--- src/rtl/phase_fifo_reader.sv ---
// Read-side consumer for the phase-tag FIFO: issues reads, absorbs the one-cycle
// read latency, unpacks words into a 2-entry skid buffer and tracks start_count continuity.
module phase_fifo_reader #(
  parameter int TAG_W     = 5,
  parameter int CNT_W     = 3,
  parameter int STAT_W    = 16,
  parameter int SEQ_CHECK = 1
) (
  input  logic                   clk,
  input  logic                   rst,
  input  logic                   fifo_empty,
  output logic                   fifo_rd_en,
  input  logic [TAG_W+CNT_W-1:0] fifo_q,
  output logic                   out_valid,
  input  logic                   out_ready,
  output logic [TAG_W-1:0]       out_phase_tag,
  output logic [CNT_W-1:0]       out_start_count,
  output logic                   out_seq_err,
  input  logic                   clear_stats,
  output logic [STAT_W-1:0]      word_count,
  output logic [STAT_W-1:0]      gap_count
);

  // Stream handshake: a word transfers on any rising edge where out_valid and
  // out_ready are both high; out_* hold steady while out_valid=1 and out_ready=0.

  logic             inflight;
  logic             s1_valid;
  logic [TAG_W-1:0] s1_tag;
  logic [CNT_W-1:0] s1_cnt;
  logic             s1_err;
  logic             ref_valid;
  logic [CNT_W-1:0] ref_cnt;

  logic             pop;
  logic [1:0]       occ;
  logic [TAG_W-1:0] cap_tag;
  logic [CNT_W-1:0] cap_cnt;
  logic             cap_err;

  assign pop = out_valid & out_ready;
  assign occ = {1'b0, out_valid} + {1'b0, s1_valid};

  // Entries held plus the word in flight, minus the one leaving now, must leave room.
  assign fifo_rd_en = ~fifo_empty & ~rst &
                      (({1'b0, occ} + {2'b00, inflight}) < (3'd2 + {2'b00, pop}));

  assign cap_tag = fifo_q[TAG_W-1:0];
  assign cap_cnt = fifo_q[TAG_W+CNT_W-1:TAG_W];
  assign cap_err = (SEQ_CHECK != 0) && ref_valid &&
                   (cap_cnt != CNT_W'(ref_cnt + CNT_W'(1)));

  // Skid buffer: the head entry drives out_* directly, s1 holds the overflow word.
  always_ff @(posedge clk or posedge rst) begin
    if (rst) begin
      inflight        <= 1'b0;
      out_valid       <= 1'b0;
      out_phase_tag   <= '0;
      out_start_count <= '0;
      out_seq_err     <= 1'b0;
      s1_valid        <= 1'b0;
      s1_tag          <= '0;
      s1_cnt          <= '0;
      s1_err          <= 1'b0;
    end else begin
      inflight <= fifo_rd_en;
      case ({inflight, pop})
        2'b11: begin
          if (s1_valid) begin
            out_phase_tag   <= s1_tag;
            out_start_count <= s1_cnt;
            out_seq_err     <= s1_err;
            s1_tag          <= cap_tag;
            s1_cnt          <= cap_cnt;
            s1_err          <= cap_err;
          end else begin
            out_phase_tag   <= cap_tag;
            out_start_count <= cap_cnt;
            out_seq_err     <= cap_err;
          end
        end
        2'b01: begin
          if (s1_valid) begin
            out_phase_tag   <= s1_tag;
            out_start_count <= s1_cnt;
            out_seq_err     <= s1_err;
            s1_valid        <= 1'b0;
          end else begin
            out_valid <= 1'b0;
          end
        end
        2'b10: begin
          if (!out_valid) begin
            out_phase_tag   <= cap_tag;
            out_start_count <= cap_cnt;
            out_seq_err     <= cap_err;
            out_valid       <= 1'b1;
          end else begin
            s1_tag   <= cap_tag;
            s1_cnt   <= cap_cnt;
            s1_err   <= cap_err;
            s1_valid <= 1'b1;
          end
        end
        default: ;
      endcase
    end
  end

  // A capture coinciding with clear_stats is neither counted nor used as reference.
  always_ff @(posedge clk or posedge rst) begin
    if (rst) begin
      word_count <= '0;
      gap_count  <= '0;
      ref_valid  <= 1'b0;
      ref_cnt    <= '0;
    end else if (clear_stats) begin
      word_count <= '0;
      gap_count  <= '0;
      ref_valid  <= 1'b0;
    end else if (inflight) begin
      ref_valid <= 1'b1;
      ref_cnt   <= cap_cnt;
      if (word_count != {STAT_W{1'b1}})
        word_count <= word_count + STAT_W'(1);
      if (cap_err && (gap_count != {STAT_W{1'b1}}))
        gap_count <= gap_count + STAT_W'(1);
    end
  end

endmodule

--- config.mk ---
export PLATFORM = sky130hd
export DESIGN_NAME = phase_fifo_reader
export DESIGN_NICKNAME = d
export VERILOG_FILES = /design/src/rtl/phase_fifo_reader.sv
export SDC_FILE = /design/constraint.sdc
export NUM_CORES = 1
export LEC_CHECK = 0
export CAP_MARGIN = 10
export CELL_PAD_IN_SITES_DETAIL_PLACEMENT = 1
export CELL_PAD_IN_SITES_GLOBAL_PLACEMENT = 1
export CORE_MARGIN = 8
export CORE_UTILIZATION = 40
export CTS_BUF_LIST = sky130_fd_sc_hd__clkbuf_16
export CTS_CLUSTER_DIAMETER = 30
export DETAILED_ROUTE_END_ITERATION = 8
export PLACE_DENSITY = 0.9
export SLEW_MARGIN = 20
export SYNTH_ARGS = -nofsm -noshare
export SYNTH_HDL_FRONTEND = slang
export SYNTH_SLANG_ARGS = --single-unit
export TNS_END_PERCENT = 5
--- constraint.sdc ---
create_clock -name clk -period 2.4 [get_ports clk]
set_input_delay 0.6 -clock clk [delete_from_list [all_inputs] [get_ports clk]]
set_output_delay 0.6 -clock clk [all_outputs]
set_load 0.03 [all_outputs]
Word level (Yosys, flattened, before mapping)
Cells that the tools add are included.

Add/sub/neg operators: 6. $lt $le $gt $ge: 1. Eq/ne operators: 11. Mux-type cells: 33. Bitwise gates (word level): 6. Reductions and logical operators: 15.

Operators by type and width (count): 16-bit two-way mux (6); 16-bit by 1-bit adder with 16-bit output (second input constant) (2); 16-bit inequality test (second input constant) (2); 5-bit two-way mux (5); 3-bit two-way mux (5); 5-bit case mux with 3 select lines (1); 2-bit inequality test (second input constant) (5); 5-bit case mux with 2 select lines (1); 2-bit AND reduction (5); 2-bit nonzero test (5); 1-bit two-way mux (9); 3-bit case mux with 3 select lines (1); 1-bit case mux with 2 select lines (3); 3-bit case mux with 2 select lines (1); 3-bit AND reduction (2); 2-bit == test (second input constant) (2); 2-bit by 1-bit adder with 3-bit output (1); 2-bit by 1-bit adder with 3-bit output (first input constant) (1); 3-bit by 1-bit adder with 3-bit output (second input constant) (1); 1-bit bitwise AND (3); 3-bit less-than comparator (1); 3-bit inequality test (1); 1-bit NOT (3); 1-bit case mux with 3 select lines (1); other kinds (4) (5).

Flip-flop bits (word level): 57. Input port bits: 13. Logic and storage cells: 85.

Depth between registers and ports, before layout
Depth in word-level cells: 7. Gate-level depth with buffers: 8.

Worst setup path before layout
OpenSTA, ideal clock, no wires.

Path kind: register to output. From: register out_valid. To: output fifo_rd_en. Data arrival time: 1.908 ns. Required time: 1.800 ns. Setup slack: -0.108 ns. Stages on the path, launching flop included: 4. Path buffers: 0. Path through: dfrtp_1 -> fa_1 -> o21a_1 -> nor3_1.

Longest elaborated chain between the ends: 4. Elaborated cells on any way between the ends: 6. Those cells by class: add/sub (3); order compare (1); bitwise (2).

RTL lines: start: declaration (RTL line 14) `output logic out_valid,`; start signal: assignment (RTL line 57) `out_valid <= 1'b0;`; start signal: assignment (RTL line 89) `out_valid <= 1'b0;`; start signal: assignment (RTL line 97) `out_valid <= 1'b1;`; 1-bit by 1-bit adder with 2-bit output / 1-bit bitwise AND (equally long branches) (RTL line 42, 41); 2-bit by 1-bit adder with 3-bit output (RTL line 46) `(({1'b0, occ} + {2'b00, inflight}) < (3'd2 + {2'b00, pop}));`; 3-bit less-than comparator * (RTL line 46); 1-bit bitwise AND * (RTL line 45) `assign fifo_rd_en = ~fifo_empty & ~rst &`; end: declaration (RTL line 12) `output logic fifo_rd_en,`.

Every way passes the cells marked *; elsewhere a longest branch is shown, timed or not.

Final worst setup path
From: input fifo_q[7]. To: register gap_count[15].

Longest elaborated chain between the ends: 5.

RTL lines: start: declaration (RTL line 13) `input logic [TAG_W+CNT_W-1:0] fifo_q,`; 3-bit inequality test (RTL line 51) `(cap_cnt != CNT_W'(ref_cnt + CNT_W'(1)));`; 1-bit logical AND (RTL line 50) `assign cap_err = (SEQ_CHECK != 0) && ref_valid &&`; 1-bit logical AND (RTL line 126) `if (cap_err && (gap_count != {STAT_W{1'b1}}))`; 2-bit nonzero test (no source line); 2-bit AND reduction (no source line); end signal: assignment (RTL line 127) `gap_count <= gap_count + STAT_W'(1);`; end: declaration (RTL line 21) `output logic [STAT_W-1:0] gap_count`.

No other way between the ends. A chain may end at the register's enable or synchronous reset.

==> flow_summary.ini <==
[status]
status = finished clean

[placed_design]
dp_hpwl_um = 5810
io_buffer_count = 55
place_congestion = 0.784
post-place-ws_ns = -0.265

[routing]
ant_nets = 0
drtPass1Iterations = 4
drc = 0
routedWlPerCell_um = 17.5
via_per_inst = 5.31
wirelength_um = 8250
vias = 2507
drtIter0Drc = 81

[hold_path]
hp-class = flop to flop
hold_path_depth = 1
min-delay-start = out_phase_tag[4]
hold-path-endpoint = out_phase_tag[4]

[sta]
fin_hold_ws_ns = 0.472
min_period_over_period_pct = 98.5
post-route-min-period_ns = 2.36
slew_headroom_pct = 62.2
setup_ws_ns = 0.0356
finalHoldViolations = 0
rsz0062_at_grt = yes
fin_skew_ns = 0.00595
drv_slew = 0
setup_viol = 0
max_slew.worst_pin.slew_ns = 0.562
max_freq_mhz = 423

[logic_synthesis]
async_flop_share_pct = 100
syn_avg_cell_area_um2 = 10.1
ys_warn_count = 0
synth_cell_types = 49
ys_seq_area_share_pct = 48.1
netlist_area_mm2 = 0.00297
synth_edf_count = 0
netlist_instances = 293
synth_seq_cells = 57
synth_flop_cell = dfrtp_1
syn_nets = 315

[critical_path]
critPathKind = primary input to flop
r2r_slack_ns = 0.18
critPathBufInv = 1
worst_r2r_startpoint = ref_cnt[0]
arrival_ns = 2.61
r2r_end = gap_count[15]
cp_slowest_stage_delay_ns = 0.54
worst_path_dominant_cell_family = simple AND/OR/NAND/NOR gates
crit_chain = clkdlybuf4s50_1, xor3_2, o31ai_2, or4b_4, or3_1, a21oi_1
r2r_cells = 6
crit_slowest_cell = or4b_4
cp.required_ns = 2.65
critPathMaxFanout = 4
crit_path_end_kind = flop
critPathLaunchType = primary input

[global_routing]
track_usage_pct = 17.3
grt_max_degree = 58
antenna_found_initial = 0
grt_pass1_wl_um = 13900
grt-ovfl-total = 0
grt_pass1_vias = 2754

[cts]
clk_latency_ns = 0.33
h-tree-depth = 3
root_buffer = clkbuf_16
holdBufCountCts = 0
cts.sinks = 57
cts_tree = yes
cts_made_buffers = 9
clk_pin_slew_ns = 0.05
clockBufferDepth = 2

[finish]
multi_input_area_mm2 = 0.00147
syn_to_final_growth_pct = 38.1
n_fill_cell = 794
drive_above_1_share_pct = 16.1
register_area_mm2 = 0.00143
insertedDiodeCount = 0
nNetsFinal = 391

[floorplanning]
coreArea_mm2 = 0.00721
ios = 56
start_util_pct = 41.1
die_area_mm2 = 0.0104
die_y_um = 102
rows = 31
die_x_um = 102

[power_and_ir_drop]
leakage_nw = 1.71
peakVddDrop_v = 0.000371
p_per_area_mw_per_mm2 = 946

[run]
drv_cap = 0
-- how the worst max path moves through the flow --
stage	start	end	slack (ns)	cells after the start
3_5_place_dp	fifo_q[7]	gap_count[15]	-0.27	6
2_1_floorplan	out_valid	fifo_rd_en	0.16	3
4_1_cts	out_valid	fifo_rd_en	0.0008	4
5_1_grt	out_valid	fifo_rd_en	-0.04	4
3_3_place_gp	fifo_q[7]	gap_count[15]	-0.14	6
6_report	fifo_q[7]	gap_count[15]	0.04	6
-- flip-flops by register name, indices dropped and copies added, names as in the netlist --
register         cells
gap_count           16
word_count          16
out_phase_tag        5
s1_tag               5
out_start_count      3
ref_cnt              3
s1_cnt               3
inflight             1
out_seq_err          1
out_valid            1
ref_valid            1
s1_err               1
s1_valid             1
-- placed cells by master, fill, tap and decap left out, types with 2 or more instances in the layout --
cell,count
nand4_1,13
nor2_1,36
o21ai_0,13
nand2b_1,2
buf_12,3
a22oi_1,7
and3_1,3
xnor2_1,11
mux2i_1,4
a21oi_1,9
dfrtp_1,56
mux2_2,12
nor3_1,9
nand2_1,26
clkdlybuf4s50_1,54
inv_1,8
nor4_1,6
clkinv_1,3
clkbuf_16,9
buf_4,20
nand3_1,11
o21ai_1,2
or3_1,5
bufinv_16,2
ha_1,8
xor2_1,12
-- repair_timing --
item,in CTS,in global routing
setup buffers,0,1
gates resized for setup,1,1
setup endpoints to repair,1,3
-- routing by layer --
| layer | GRT usage [%] | vias to the layer above | wire length (um) |
|---|---|---|---|
| li1 | - | 1193 | - |
| met1 | 19.1 | 1264 | 3390 |
| met2 | 30.2 | 43 | 4310 |
| met3 | 5.72 | 7 | 437 |
| met4 | 6.32 | 0 | 107 |
| met5 | 0 | - | 0 |
-- final cells by class --
type | count | share of cell area, %
timing repair buffer | 77 | 18.3
tap | 99 | 3.02
clock inverter | 6 | 1.83
sequential | 57 | 34.8
clock buffer | 9 | 5.50
multi-input combinational | 216 | 35.8
inverter | 8 | 0.733
-- where the power goes --
| part | switching [W] | leakage [nW] | total [W] | internal (W) |
|---|---|---|---|---|
| Sequential | 0.000137 | 0.753 | 0.00130 | 0.00116 |
| Clock | 0.000425 | 0.149 | 0.00131 | 0.000887 |
| Combinational | 0.000672 | 0.809 | 0.00127 | 0.000595 |
| Total | 0.00123 | 1.71 | 0.00388 | 0.00264 |
-- cells in the mapped netlist, types with 5 or more instances --
| library cell | count | area share, % |
|---|---|---|
| a22oi_1 | 7 | 1.8 |
| a21oi_1 | 9 | 1.5 |
| nor4_1 | 6 | 1.3 |
| nand4_1 | 13 | 2.7 |
| clkbuf_1 | 9 | 1.1 |
| nor3_1 | 10 | 1.7 |
| mux2_2 | 12 | 4.6 |
| inv_1 | 8 | 1.0 |
| nand3_1 | 11 | 1.9 |
| xor2_1 | 12 | 3.5 |
| or3_1 | 5 | 1.1 |
| o21ai_0 | 13 | 2.2 |
| ha_1 | 8 | 3.4 |
| dfrtp_1 | 57 | 48 |
| nor2_1 | 36 | 4.6 |
| nand2_1 | 26 | 3.3 |
| xnor2_1 | 12 | 3.5 |
-- cell families after synthesis --
logic type	after synthesis	synth area share, %
muxes	17	6.28
DFF	57	48.1
buffers and inverters	20	2.99
and+or+nand+nor	123	21.1
xor gates and xnor gates	26	8.47
AOI/OAI and AO/OA	41	9.06
adders and majority gates	9	4.05
-- stage by stage --
stage / cells / area (um2) / power (W) / util (%) / TNS (ns)
floorplan: 293 / 2970 / 0.00205 / - / 0
global placement: 456 / 3780 / 0.00248 / 52.4 / -0.972
detailed placement: 456 / 3780 / 0.00256 / 52.4 / -1.96
CTS: 471 / 4080 / 0.00391 / 56.6 / 0
global route: 472 / 4100 / 0.00411 / 56.8 / -0.0364
finish: 472 / 4100 / 0.00388 / 56.8 / 0
Note: power is estimated with default switching activity, not from simulation.
